==> src/rtl/stepper_pkg.sv <==
`default_nettype none
// ============================================================================
// Module      : stepper_pkg
// Description : Shared definitions for the unipolar stepper controller:
//               drive-mode encodings, FSM state type and the 8-entry
//               coil phase table.
// Revision    : 1.0 - initial release
// ============================================================================
package stepper_pkg;

  localparam logic [1:0] MODE_WAVE = 2'b00;
  localparam logic [1:0] MODE_FULL = 2'b01;
  localparam logic [1:0] MODE_HALF = 2'b10;

  typedef enum logic [0:0] {
    ST_IDLE = 1'b0,
    ST_RUN  = 1'b1
  } state_t;

  // Even indices energise one coil, odd indices energise two adjacent coils.
  function automatic logic [3:0] phase_pattern(input logic [2:0] p);
    logic [3:0] pat;
    case (p)
      3'd0:    pat = 4'b1000;
      3'd1:    pat = 4'b1100;
      3'd2:    pat = 4'b0100;
      3'd3:    pat = 4'b0110;
      3'd4:    pat = 4'b0010;
      3'd5:    pat = 4'b0011;
      3'd6:    pat = 4'b0001;
      default: pat = 4'b1001;
    endcase
    return pat;
  endfunction

endpackage
`default_nettype wire

==> src/rtl/stepper_motor_ctrl_if.sv <==
`default_nettype none
// ============================================================================
// Module      : stepper_motor_ctrl_if
// Description : Command/status bundle between motion-command logic (master)
//               and the stepper controller (slave).
//   start/dir/mode/steps/div : move command, sampled when accepted
//   abort                    : terminate current move
//   hold                     : keep coils energised while idle
//   busy/done                : move status, done is a one-cycle pulse
//   coil                     : registered coil drive pattern
//   position                 : signed step position (STEPPER_POS_EN only)
// Configuration: STEPPER_POS_EN adds the position signal and POS_W.
// Revision    : 1.0 - initial release
// ============================================================================
interface stepper_motor_ctrl_if #(
  parameter int STEP_CNT_W = 16,
  parameter int DIV_W      = 16
`ifdef STEPPER_POS_EN
  , parameter int POS_W    = 32
`endif
);

  logic                  start;
  logic                  dir;
  logic [1:0]            mode;
  logic [STEP_CNT_W-1:0] steps;
  logic [DIV_W-1:0]      div;
  logic                  abort;
  logic                  hold;
  logic                  busy;
  logic                  done;
  logic [3:0]            coil;
`ifdef STEPPER_POS_EN
  logic signed [POS_W-1:0] position;
`endif

  modport master (
    output start, dir, mode, steps, div, abort, hold,
    input  busy, done, coil
`ifdef STEPPER_POS_EN
    , input position
`endif
  );

  modport slave (
    input  start, dir, mode, steps, div, abort, hold,
    output busy, done, coil
`ifdef STEPPER_POS_EN
    , output position
`endif
  );

endinterface
`default_nettype wire

==> src/rtl/stepper_tick_gen.sv <==
`default_nettype none
// ============================================================================
// Module      : stepper_tick_gen
// Description : Step-rate prescaler. Counts 0..div while enabled and asserts
//               tick for one cycle when the count equals div, then wraps.
//   clk, rst : clock, asynchronous active-low reset
//   clr      : synchronous clear of the count (takes priority over en)
//   en       : count enable
//   div      : terminal count (period minus one)
//   tick     : one-cycle step strobe
// Revision    : 1.0 - initial release
// ============================================================================
module stepper_tick_gen #(
  parameter int DIV_W = 16
) (
  input  wire logic             clk,
  input  wire logic             rst,
  input  wire logic             clr,
  input  wire logic             en,
  input  wire logic [DIV_W-1:0] div,
  output logic                  tick
);

  logic [DIV_W-1:0] r_cnt;

  assign tick = en && (r_cnt == div);

  always_ff @(posedge clk or negedge rst) begin
    if (!rst) begin
      r_cnt <= '0;
    end else if (clr) begin
      r_cnt <= '0;
    end else if (en) begin
      r_cnt <= tick ? '0 : r_cnt + 1'b1;
    end
  end

endmodule
`default_nettype wire

==> src/rtl/stepper_motor_ctrl.sv <==
`default_nettype none
// ============================================================================
// Module      : stepper_motor_ctrl
// Description : Counted, rate-controlled 4-phase unipolar stepper controller
//               with wave, full-step and half-step drive.
//   clk  : system clock, rising edge
//   rst  : asynchronous active-low reset
//   bus  : stepper_motor_ctrl_if.slave (command, status, coil, position)
// Configuration: define STEPPER_POS_EN to add the signed position counter.
// Revision    : 1.0 - initial release
// ============================================================================
module stepper_motor_ctrl
  import stepper_pkg::*;
#(
  parameter int STEP_CNT_W = 16,
  parameter int DIV_W      = 16
`ifdef STEPPER_POS_EN
  , parameter int POS_W    = 32
`endif
) (
  input  wire logic           clk,
  input  wire logic           rst,
  stepper_motor_ctrl_if.slave bus
);

  state_t                r_state;
  logic [2:0]            r_p;
  logic                  r_dir;
  logic                  r_half;
  logic [STEP_CNT_W-1:0] r_remaining;
  logic [DIV_W-1:0]      r_div;
  logic                  r_done;
  logic [3:0]            r_coil;

  logic       w_accept;
  logic       w_tick;
  logic       w_step;
  logic       w_last;
  logic       w_busy_next;
  logic [2:0] w_p_aligned;
  logic [2:0] w_delta;
  logic [2:0] w_p_stepped;
  logic [2:0] w_p_next;

  assign w_accept = (r_state == ST_IDLE) && bus.start;
  // Abort overrides a coincident tick, so no step is taken on that edge.
  assign w_step   = (r_state == ST_RUN) && !bus.abort && w_tick;
  assign w_last   = w_step && (r_remaining == {{(STEP_CNT_W-1){1'b0}}, 1'b1});

  stepper_tick_gen #(
    .DIV_W (DIV_W)
  ) u_tick_gen (
    .clk  (clk),
    .rst  (rst),
    .clr  (w_accept),
    .en   (r_state == ST_RUN),
    .div  (r_div),
    .tick (w_tick)
  );

  // Wave uses even table entries, full uses odd ones; half keeps p as is.
  always_comb begin
    w_p_aligned = r_p;
    case (bus.mode)
      MODE_WAVE: w_p_aligned = {r_p[2:1], 1'b0};
      MODE_HALF: w_p_aligned = r_p;
      default:   w_p_aligned = {r_p[2:1], 1'b1};
    endcase
  end

  assign w_delta     = r_half ? 3'd1 : 3'd2;
  assign w_p_stepped = r_dir ? (r_p - w_delta) : (r_p + w_delta);
  assign w_p_next    = w_accept ? w_p_aligned : (w_step ? w_p_stepped : r_p);

  // Coil is registered, so it is derived from the post-edge busy and phase.
  assign w_busy_next = (r_state == ST_RUN) ? !(bus.abort || w_last)
                                           : (w_accept && (bus.steps != '0));

  always_ff @(posedge clk or negedge rst) begin
    if (!rst) begin
      r_state     <= ST_IDLE;
      r_p         <= 3'd0;
      r_dir       <= 1'b0;
      r_half      <= 1'b0;
      r_remaining <= '0;
      r_div       <= '0;
      r_done      <= 1'b0;
      r_coil      <= 4'b0000;
    end else begin
      r_done <= 1'b0;
      r_p    <= w_p_next;
      r_coil <= (w_busy_next || bus.hold) ? phase_pattern(w_p_next) : 4'b0000;
      case (r_state)
        ST_IDLE: begin
          if (bus.start) begin
            r_dir       <= bus.dir;
            r_half      <= (bus.mode == MODE_HALF);
            r_remaining <= bus.steps;
            r_div       <= bus.div;
            if (bus.steps == '0) begin
              r_done <= 1'b1;
            end else begin
              r_state <= ST_RUN;
            end
          end
        end
        ST_RUN: begin
          if (bus.abort) begin
            r_state <= ST_IDLE;
          end else if (w_tick) begin
            r_remaining <= r_remaining - 1'b1;
            if (w_last) begin
              r_state <= ST_IDLE;
              r_done  <= 1'b1;
            end
          end
        end
        default: r_state <= ST_IDLE;
      endcase
    end
  end

  assign bus.busy = (r_state == ST_RUN);
  assign bus.done = r_done;
  assign bus.coil = r_coil;

`ifdef STEPPER_POS_EN
  logic signed [POS_W-1:0] r_pos;

  always_ff @(posedge clk or negedge rst) begin
    if (!rst) begin
      r_pos <= '0;
    end else if (w_step) begin
      r_pos <= r_dir ? (r_pos - 1'b1) : (r_pos + 1'b1);
    end
  end

  assign bus.position = r_pos;
`endif

endmodule
`default_nettype wire
==> src/flat_wrapper.sv <==
// flat-port wrapper written by rule: the top's interface ports become plain ports
module stepper_motor_ctrl_flat import stepper_pkg::*;
#(
  parameter int STEP_CNT_W = 16,
  parameter int DIV_W      = 16

)
  (clk, rst, bus_start, bus_dir, bus_mode, bus_steps, bus_div, bus_abort, bus_hold, bus_busy, bus_done, bus_coil);
  stepper_motor_ctrl_if #(.STEP_CNT_W(STEP_CNT_W), .DIV_W(DIV_W)) bus_i ();
  input  wire logic clk;
  input  wire logic rst;
  input wire logic [$bits(bus_i.start)-1:0] bus_start;
  input wire logic [$bits(bus_i.dir)-1:0] bus_dir;
  input wire logic [$bits(bus_i.mode)-1:0] bus_mode;
  input wire logic [$bits(bus_i.steps)-1:0] bus_steps;
  input wire logic [$bits(bus_i.div)-1:0] bus_div;
  input wire logic [$bits(bus_i.abort)-1:0] bus_abort;
  input wire logic [$bits(bus_i.hold)-1:0] bus_hold;
  output wire logic [$bits(bus_i.busy)-1:0] bus_busy;
  output wire logic [$bits(bus_i.done)-1:0] bus_done;
  output wire logic [$bits(bus_i.coil)-1:0] bus_coil;
  assign bus_i.start = bus_start;
  assign bus_i.dir = bus_dir;
  assign bus_i.mode = bus_mode;
  assign bus_i.steps = bus_steps;
  assign bus_i.div = bus_div;
  assign bus_i.abort = bus_abort;
  assign bus_i.hold = bus_hold;
  assign bus_busy = bus_i.busy;
  assign bus_done = bus_i.done;
  assign bus_coil = bus_i.coil;
  stepper_motor_ctrl #(.STEP_CNT_W(STEP_CNT_W), .DIV_W(DIV_W)) u_core (.clk(clk), .rst(rst), .bus(bus_i));
endmodule
==> config.mk <==
export PLATFORM = sky130hd
export DESIGN_NAME = stepper_motor_ctrl_flat
export DESIGN_NICKNAME = d
export VERILOG_FILES = /design/src/rtl/stepper_pkg.sv /design/src/rtl/stepper_motor_ctrl_if.sv /design/src/rtl/stepper_tick_gen.sv /design/src/rtl/stepper_motor_ctrl.sv /design/src/flat_wrapper.sv
export SDC_FILE = /design/constraint.sdc
export NUM_CORES = 1
export LEC_CHECK = 0
export CAP_MARGIN = 20
export CORE_MARGIN = 2
export CORE_UTILIZATION = 59
export DETAILED_ROUTE_END_ITERATION = 8
export PLACE_DENSITY = 0.89
export SYNTH_ARGS = -nofsm -noshare
export SYNTH_HDL_FRONTEND = slang
export SYNTH_SLANG_ARGS = --single-unit
==> constraint.sdc <==
create_clock -name clk -period 3.5 [get_ports clk]
set_input_delay 0.525 -clock clk [delete_from_list [all_inputs] [get_ports clk]]
set_output_delay 0.525 -clock clk [all_outputs]
set_load 0.01 [all_outputs]
# Word level (Yosys, flattened, before mapping)
# Index checks and enable logic that the tools add are counted.
dict set report totals {
  output_inout_bits 6
  wordCells 70
  register_bits 59
}
dict set report op_classes {
  add_sub_neg 4
  eq_ne 12
  n_reduce_logical 17
  muxes 27
  bitwise 1
}
# operator count
set op_table {}
lappend op_table {{16-bit 2-to-1 mux} 6}
lappend op_table {{16-bit case mux with 2 select lines} 1}
lappend op_table {{4-bit case mux with 7 select lines} 1}
lappend op_table {{16-bit by 1-bit adder with 16-bit output (second input constant)} 1}
lappend op_table {{16-bit by 1-bit == test with 1-bit output (second input constant)} 1}
lappend op_table {{16-bit == test} 1}
lappend op_table {{16-bit zero test} 1}
lappend op_table {{16-bit nonzero test} 1}
lappend op_table {{16-bit by 1-bit subtractor with 16-bit output (second input constant)} 1}
lappend op_table {{1-bit 2-to-1 mux} 11}
lappend op_table {{3-bit == test (second input constant)} 3}
lappend op_table {{3-bit 2-to-1 mux} 3}
lappend op_table {{3-bit by 2-bit == test with 1-bit output (second input constant)} 2}
lappend op_table {{1-bit logical AND} 6}
lappend op_table {{2-bit != test (second input constant)} 3}
lappend op_table {{1-bit case mux with 2 select lines} 3}
lappend op_table {{4-bit 2-to-1 mux} 1}
lappend op_table {{3-bit by 2-bit adder with 3-bit output} 1}
lappend op_table {{3-bit by 1-bit == test with 1-bit output (second input constant)} 1}
lappend op_table {{3-bit zero test} 1}
lappend op_table {{3-bit AND reduction} 1}
lappend op_table {{3-bit by 2-bit subtractor with 3-bit output} 1}
lappend op_table {{2-bit == test (second input constant)} 1}
lappend op_table {{1-bit zero test} 2}
lappend op_table {{6 further kinds} 7}

# Logic depth before layout (Yosys ltp)
# Gate-level depths: netlist of the first run.
dict set report logic_depth {
  word_depth 9
  ltp_mapped 9
  ltp_nobuf 9
}

# Modules after synthesis
# A second synthesis of the first run with hierarchy kept.
dict set report hier_totals {
  cells_unflattened 377
  area_unflattened_um2 3419.5
}
# mod cells_each area_each_um2 instances
set by_module_without_submodules {}
lappend by_module_without_submodules {stepper_motor_ctrl 254 2319.7 1}
lappend by_module_without_submodules {stepper_tick_gen 123 1099.8 1}

# Worst setup path after synthesis of the first run
# No wires, ideal clock.
dict set report synth_path {
  path_kind {flip-flop to flip-flop}
  startpoint {register u_core.r_remaining[0]}
  endpoint {register u_core.r_remaining[10]}
  t_arrival_ns 2.177
  period_less_slack_ns 2.308
  t_required_ns 3.370
  setup_slack_ns 1.192
  setup_ns 0.130
  stages_incl_launch_ff 9
  n_path_buf 0
  cell_sequence {dfrtp_1 inv_1 ha_1 or3b_2 or3_1 or4_1 and2_1 a21oi_1 o21ai_0}
}
dict set report synth_between {
  elab_chain_cells 4
}
# element line
set synth_rtl {}
lappend synth_rtl {{from (decl)} stepper_motor_ctrl.sv:30} ;# logic [STEP_CNT_W-1:0] r_remaining;
lappend synth_rtl {{from (signal assigned)} stepper_motor_ctrl.sv:98} ;# r_remaining <= bus.steps;
lappend synth_rtl {{from (signal assigned)} stepper_motor_ctrl.sv:111} ;# r_remaining <= r_remaining - 1'b1;
lappend synth_rtl {{16-bit by 1-bit subtractor with 16-bit output} stepper_motor_ctrl.sv:111}
lappend synth_rtl {{16-bit 2-to-1 mux} stepper_motor_ctrl.sv:110} ;# end else if (w_tick) begin
lappend synth_rtl {{16-bit 2-to-1 mux} stepper_motor_ctrl.sv:108} ;# if (bus.abort) begin
lappend synth_rtl {{16-bit case mux with 2 select lines} stepper_motor_ctrl.sv:93} ;# case (r_state)
# No other way between the ends. The select of a mux whose other input is x is not followed.
# A chain may end at the register's enable or synchronous reset.

# Worst setup path after layout of the first run
dict set report layout_path {
  startpoint {register u_core.u_tick_gen.r_cnt[5]}
  endpoint {register u_core.r_remaining[13]}
}
dict set report layout_between {
  elab_chain_cells 4
}
# element line
set layout_rtl {}
lappend layout_rtl {{from (decl)} stepper_tick_gen.sv:24} ;# logic [DIV_W-1:0] r_cnt;
lappend layout_rtl {{from (signal assigned)} stepper_tick_gen.sv:34} ;# r_cnt <= tick ? '0 : r_cnt + 1'b1;
lappend layout_rtl {{16-bit == test} stepper_tick_gen.sv:26} ;# assign tick = en && (r_cnt == div);
lappend layout_rtl {{1-bit logical AND} stepper_tick_gen.sv:26}
lappend layout_rtl {{2-bit != test (no line)} n/a}
lappend layout_rtl {{3-bit AND reduction (no line)} n/a}
# No other way between the ends.

==> metrics.cfg, run 1 <==
[outcome]
status=finished, final reports clean

[sta]
hold_violations=0
min_period_ns=2.55
period_share=0.729
finClkSkew_ns=0.00986
final-setup-viol-count=0
grt_setup_unrepaired=no
setup_tns_ns=0
timing.fmax_mhz=392
tightest_slew_ns=0.943
slew_viol_final=0
slew-limit-headroom=0.369

[critical_path]
crit_arrival_ns=2.80
crit_start=u_core.u_tick_gen.r_cnt[5]$_DFFE_PN0P_
cp_slowest_cell=or4_1
slowest_delay_ns=0.75
r2r-end=u_core.r_remaining[13]$_DFFE_PN0P_
path_class=reg -> reg
crit_chain=xnor2_1, nand4_2, or4_1, o21ai_4, o22ai_1, a21oi_1
critPathLaunchType=flip-flop
reg2reg_depth=6
cp.depth=6
rrSetupSlack_ns=0.95
rr_startpoint=u_core.u_tick_gen.r_cnt[5]$_DFFE_PN0P_
critPathMaxFanout=16
cp.required_ns=3.75
critPathBufInv=0
crit_family=simple AND/OR/NAND/NOR gates
worstSetupEndpointType=flip-flop

[synth]
ys_seq_elements=59
synth-edff-count=0
syn_nets=422
synth_cells=377
seq_area_frac_synth=0.450
synth_top_area_frac=0.450
syn_area_per_cell_um2=8.70
synthFlopType=dfrtp_1
synthArstFlopShare=1.00
synth_area_leaders=dfrtp_1 45%, nand2_1 8.8%, o21ai_0 5.8%, xnor2_1 4.5%, nor2_1 2.7%
synth.distinct_cells=50
synth_area_um2=3280
synth_area_leader_cell=dfrtp_1
yosysWarnings=0

[detailed_routing]
via_count=3072
wirelength_mm=8.24
firstDrtPassIters=5
drc=0
antenna_left=0
wl_per_cell_um=16.3
vias_per_cell=6.10
drtIter0Drc=307

[cells_and_area]
diodes=0
areaGrowthSynthToFinish_pct=23.1
fin_nets=472
fill_cells=393
layout-drive-gt1-share=0.0903
final_cells=504

[global_route]
grt_pass1_wl_mm=13.9
grt_antenna_before_repair=0
grt-ovfl-total=0
grt_max_degree=38
grt_pass1_vias=3013
gr-usage-all-layers=0.291

[placed_design]
dp_hpwl_mm=5.65
gp_congestion=0.855
io_buffers=45
dp.cells=487

[clock_network]
cts_resized=0
postCtsHoldBufs=0
numCtsBuffers=9
cts_tree=built
numClockSinks=59
cts_root_buf=clkbuf_8
insertion_delay_ns=0.34
h-tree-depth=3
clockBufferDepth=2
cts.clk_slew.worst_paths_ns=0.07
post-cts-setup-buffers=0

[floorplan]
die_y_um=78.6
fp.dieW_um=78.6
io_pins=46
core_um2=5440
rows=27
start_util=0.603
dieArea_um2=6170

[hold_path]
hold_class=in -> async

[power]
irDropWorstVdd_v=0.000360
p_sw_uw=708
seq_power_share=0.427
pwr-share-comb=0.249
power.density_nw_per_um2=545
switching_share=0.322
p_int_uw=1490
clockPowerShare=0.324
leakagePower_uw=0.00173

[run]
maxCapViolations=0

[placed cells by master, fill, tap and decap left out, types with 7 or more instances in the layout]
master / count
a21oi_1: 17
buf_4: 7
clkbuf_8: 11
clkdlybuf4s50_1: 44
dfrtp_1: 59
inv_1: 8
nand2_1: 77
nand3_1: 13
nand4_1: 8
nor2_1: 24
nor4_1: 7
o21ai_0: 38
o22ai_1: 13
or2_2: 7
xnor2_1: 17
[area by class of cell]
| class | count | area [µm²] | share of cell area |
|---|---|---|---|
| Timing Repair Buffer | 52 | 498 | 0.123 |
| Tap cell | 72 | 90.1 | 0.0223 |
| Clock buffer | 12 | 155 | 0.0384 |
| Inverter | 9 | 33.8 | 0.00836 |
| Multi-Input combinational cell | 296 | 1710 | 0.424 |
| Clock inverter | 4 | 72.6 | 0.0180 |
| Sequential cell | 59 | 1480 | 0.366 |
[worst reg2reg max path, stage by stage, from the launching register on]
cell and delay [ns]:
dfrtp_1 0.47, xnor2_1 0.22, nand4_2 0.18, or4_1 0.75
o21ai_4 0.48, o22ai_1 0.17, a21oi_1 0.18
[flip-flops by register name, summed over array words and instances (netlist names)]
| register | cells |
|---|---|
| u_core.r_div | 16 |
| u_core.r_remaining | 16 |
| u_core.bus.done | 1 |
| u_core.r_dir | 1 |
| u_core.u_tick_gen.r_cnt | 16 |
| u_core.bus.coil | 4 |
| u_core.r_half | 1 |
| u_core.bus.busy | 1 |
| u_core.r_p | 3 |
[how the worst max path moves through the flow]
stage | slack [ns] | end
5_1_grt | 0.74 | u_core.r_remaining[13]$_DFFE_PN0P_
4_1_cts | 0.98 | u_core.r_remaining[13]$_DFFE_PN0P_
3_3_place_gp | 0.93 | u_core.bus.coil[1]$_DFF_PN0_
6_report | 0.95 | u_core.r_remaining[13]$_DFFE_PN0P_
2_1_floorplan | 1.19 | u_core.r_remaining[10]$_DFFE_PN0P_
3_5_place_dp | 0.95 | u_core.r_remaining[13]$_DFFE_PN0P_
[Yosys cell counts, types with 3 or more instances]
library cell and number:
a21o_1 4, a21oi_1 17, a22oi_1 4, and2_1 6
and3_1 4, clkbuf_1 10, dfrtp_1 59, ha_1 4
inv_1 8, nand2_1 77, nand2b_1 5, nand3_1 13
nand4_1 8, nor2_1 24, nor2b_1 5, nor3_1 3
nor4_1 7, o211ai_1 4, o21ai_0 38, o22ai_1 13
o31ai_1 3, or2_2 7, xnor2_1 17, xor2_1 5
[cells by family (layout without fill, tap and decap cells)]
kind of cell	count (synthesis)	after routing	synth area share
AND/OR/NAND/NOR	173	173	0.260
AO/OA/AOI/OAI	95	95	0.178
flip-flops	59	59	0.450
XOR/XNOR	22	22	0.0587
buffers and inverters	22	77	0.0286
adder cells (fa/ha/maj)	5	5	0.0214
multiplexers	1	1	0.00305
[power by group through the flow]
| stage | Sequential (µW) | Combinational [µW] | Clock, µW |
|---|---|---|---|
| 2_1_floorplan | 913 | 377 | 0 |
| 5_1_grt | 957 | 621 | 742 |
| 3_3_place_gp | 938 | 514 | 0 |
| 6_report | 941 | 549 | 713 |
| 3_5_place_dp | 946 | 536 | 0 |
| 4_1_cts | 936 | 544 | 714 |
[layer usage]
metal | up-vias | GRT usage | routed length, µm
met2 | 151 | 0.457 | 3920
met3 | 29 | 0.0586 | 593
met1 | 1461 | 0.380 | 3470
li1 | 1431 | - | -
met5 | - | 0 | 0
met4 | 0 | 0.158 | 258
[metrics by stage]
step | util | total power, µW | cell area (µm²) | setup slack (ns) | hold WS, ns
5_1_grt | 0.743 | 2320 | 4040 | 0.737 | 0.361
6_report | 0.743 | 2200 | 4040 | 0.948 | 0.278
3_5_place_dp | 0.699 | 1480 | 3800 | 0.947 | 0.482
3_3_place_gp | 0.699 | 1450 | 3800 | 0.929 | 0.476
2_1_floorplan | - | 1290 | 3280 | 1.19 | 0.229
4_1_cts | 0.741 | 2190 | 4030 | 0.975 | 0.314
Note: power is estimated with default switching activity, not from simulation.
==> run 2: changes to the inputs <==
- CORE_UTILIZATION: 59 -> 55
- PLACE_DENSITY: 0.89 -> 0.84
- clock period: 3.5 -> 2.7 ns (I/O delays scaled with it)
==> run 2 against run 1 <==
Final cell count up 2.6%; sequential cell count unchanged; count of clock-buffer cells in the layout decreased by 1; register-to-register slack got worse by 0.73 ns; cell area rose by 0.90%; combinational power is 36% higher; core utilization shrank 4.6 points; sequential power grew 29%; setup slack got worse by 0.73 ns; critical path type unchanged; critical endpoint is now u_core.bus.coil[0]$_DFF_PN0_; largest cell class unchanged; highest routed layer unchanged.
==> metrics.cfg, run 2 (synthesis results as in run 1) <==
[critical_path]
worstSetupEndpointType=flip-flop
path_class=reg -> reg
critPathLaunchType=flip-flop
critPathMaxFanout=8  ; -8
cp.required_ns=2.95  ; -0.80 ns
crit_arrival_ns=2.73  ; -0.07 ns

[global_route]
grt_antenna_before_repair=0  ; unchanged
gr-usage-all-layers=0.272  ; -0.0198
globalRoute.busiestLayer=met2
use_met3=0.0478  ; -0.0108
grt_pass1_vias=2841  ; -5.7%
globalRouteMet1Util=0.379  ; -0.00103
grt_pass1_wl_mm=13.5  ; -3.0%
grt-ovfl-total=0  ; unchanged
grt_max_degree=39  ; +2.6%
use_met2=0.423  ; -0.0341

[sta]
grt_setup_unrepaired=no
setup_tns_ns=0  ; unchanged
period_share=0.919  ; +0.190
hold_violations=0  ; unchanged
finClkSkew_ns=0.00483  ; -0.00503 ns
hold_ws_ns=0.0429  ; -0.236 ns
final-setup-viol-count=0  ; unchanged
slew_viol_final=0  ; unchanged
finalWorstSetupSlack_ns=0.219  ; -0.729 ns
min_period_ns=2.48  ; -0.0706 ns
tightest_slew_ns=0.481  ; -0.462 ns
timing.fmax_mhz=403  ; +2.8%
slew-limit-headroom=0.678  ; +0.309

[clock_network]
cts.clk_slew.worst_paths_ns=0.06  ; about the same
insertion_delay_ns=0.34  ; about the same
numCtsBuffers=9  ; unchanged
cts_resized=0  ; unchanged
clockBufferDepth=2  ; unchanged
numClockSinks=59  ; unchanged
h-tree-depth=3  ; unchanged
cts_tree=built
cts_root_buf=clkbuf_8

[floorplan]
io_pins=46  ; unchanged
core_um2=5850  ; +7.6%
start_util=0.561  ; -0.0424
die_y_um=81.2  ; +3.4%
rows=28  ; +3.7%
dieArea_um2=6600  ; +6.9%
fp.dieW_um=81.2  ; +3.4%

[placed_design]
dp_hpwl_mm=5.81  ; +2.8%
gp_congestion=0.944  ; +10%
place_ws_ns=0.170  ; -0.777 ns
io_buffers=45  ; unchanged

[cells_and_area]
ff_latch_area_um2=1480  ; unchanged
final_core_util=0.697  ; -0.0460
layout_common_cells=77 x nand2_1, 59 x dfrtp_1, 44 x clkdlybuf4s50_1
multi_input_comb_area_um2=1710  ; unchanged
areaGrowthSynthToFinish_pct=24.2
layout-drive-gt1-share=0.109  ; +0.0183
fin_nets=482  ; +2.1%
reg_top3=u_core.r_div (16), u_core.r_remaining (16), u_core.u_tick_gen.r_cnt (16)
diodes=0  ; unchanged
fill_cells=475  ; +21%
final_common_cell=nand2_1

[detailed_routing]
firstDrtPassIters=4  ; -1
wl_per_cell_um=15.6  ; -4.3%
drtIter0Drc=163  ; -47%
antenna_left=0  ; unchanged
drc=0  ; unchanged
via_count=2999  ; -2.4%
wirelength_mm=8.08  ; -1.9%
vias_per_cell=5.80  ; -4.8%

[run]
maxCapViolations=0  ; unchanged

[hold_path]
hold_class=in -> async

[power]
irDropWorstVdd_v=0.000417  ; +16%
leakagePower_uw=0.00176  ; +2.0%
power.density_nw_per_um2=672  ; +23%
finalPower_uw=2740  ; +24%

[outcome]
status=finished, final reports clean

-- run 2: cell count changes in the layout (fill, tap and decap cells not counted), sizes merged --
cell / delta
buf: +10
bufinv: -1
clkbuf: -1
clkinv: +3
clkinvlp: -1
-- run 2: critical path, stage by stage, from the launching register on --
cell	delay, ns
dfrtp_1	0.44
xnor2_1	0.28
nand4_1	0.18
or4_1	0.75
o211ai_1	0.30
nand2_1	0.15
a221oi_2	0.29
-- run 2: final timing paths --
kind                            cells after the start                            to  slack (ns)                                    from
worst max-delay path                                6  u_core.bus.coil[0]$_DFF_PN0_        0.22  u_core.u_tick_gen.r_cnt[1]$_DFFE_PN0P_
worst min-delay path                                2  u_core.bus.coil[2]$_DFF_PN0_        0.04                                     rst
worst max register to register                      6  u_core.bus.coil[0]$_DFF_PN0_        0.22  u_core.u_tick_gen.r_cnt[1]$_DFFE_PN0P_
worst min register to register                      2   u_core.r_div[8]$_DFFE_PN0P_        0.51             u_core.r_div[8]$_DFFE_PN0P_
max in group asynchronous                           2   u_core.r_div[4]$_DFFE_PN0P_        2.24                                     rst
min in group clk                                    2   u_core.r_div[8]$_DFFE_PN0P_        0.51             u_core.r_div[8]$_DFFE_PN0P_
-- run 2: area by class of cell --
cell class / count / area share
tap: 75 / 0.0230
clock buffer: 11 / 0.0322
sequential: 59 / 0.362
timing repair buffer: 62 / 0.141
clock inverter: 5 / 0.0132
multi-input combinational: 296 / 0.420
inverter: 9 / 0.00829
-- run 2: per-stage QoR --
stage,area [µm²],cells
floorplan,3280,377
detailed placement,3850,496
CTS,4040,512
global placement,3850,496
finish,4080,517
global route,4080,517
-- run 2: repair_timing --
| item | CTS | global route |
|---|---|---|
| hold buffers | 0 | 0 |
| setup buffers | 0 | 4 |
| setup endpoints to repair | 0 | 1 |
-- run 2: report_power, final --
part	total, µW	switching (µW)	leakage (µW)	internal (µW)
registers	1210	173	0.000751	1040
logic	749	399	0.000913	350
clock network	776	352	0.0000971	423
total	2740	925	0.00176	1810
-- run 2: per-layer routing --
layer | vias to the layer above | part of all wire
met5 | - | 0
met4 | 0 | 0.021
met3 | 19 | 0.068
met2 | 108 | 0.46
met1 | 1417 | 0.45
li1 | 1455 | -
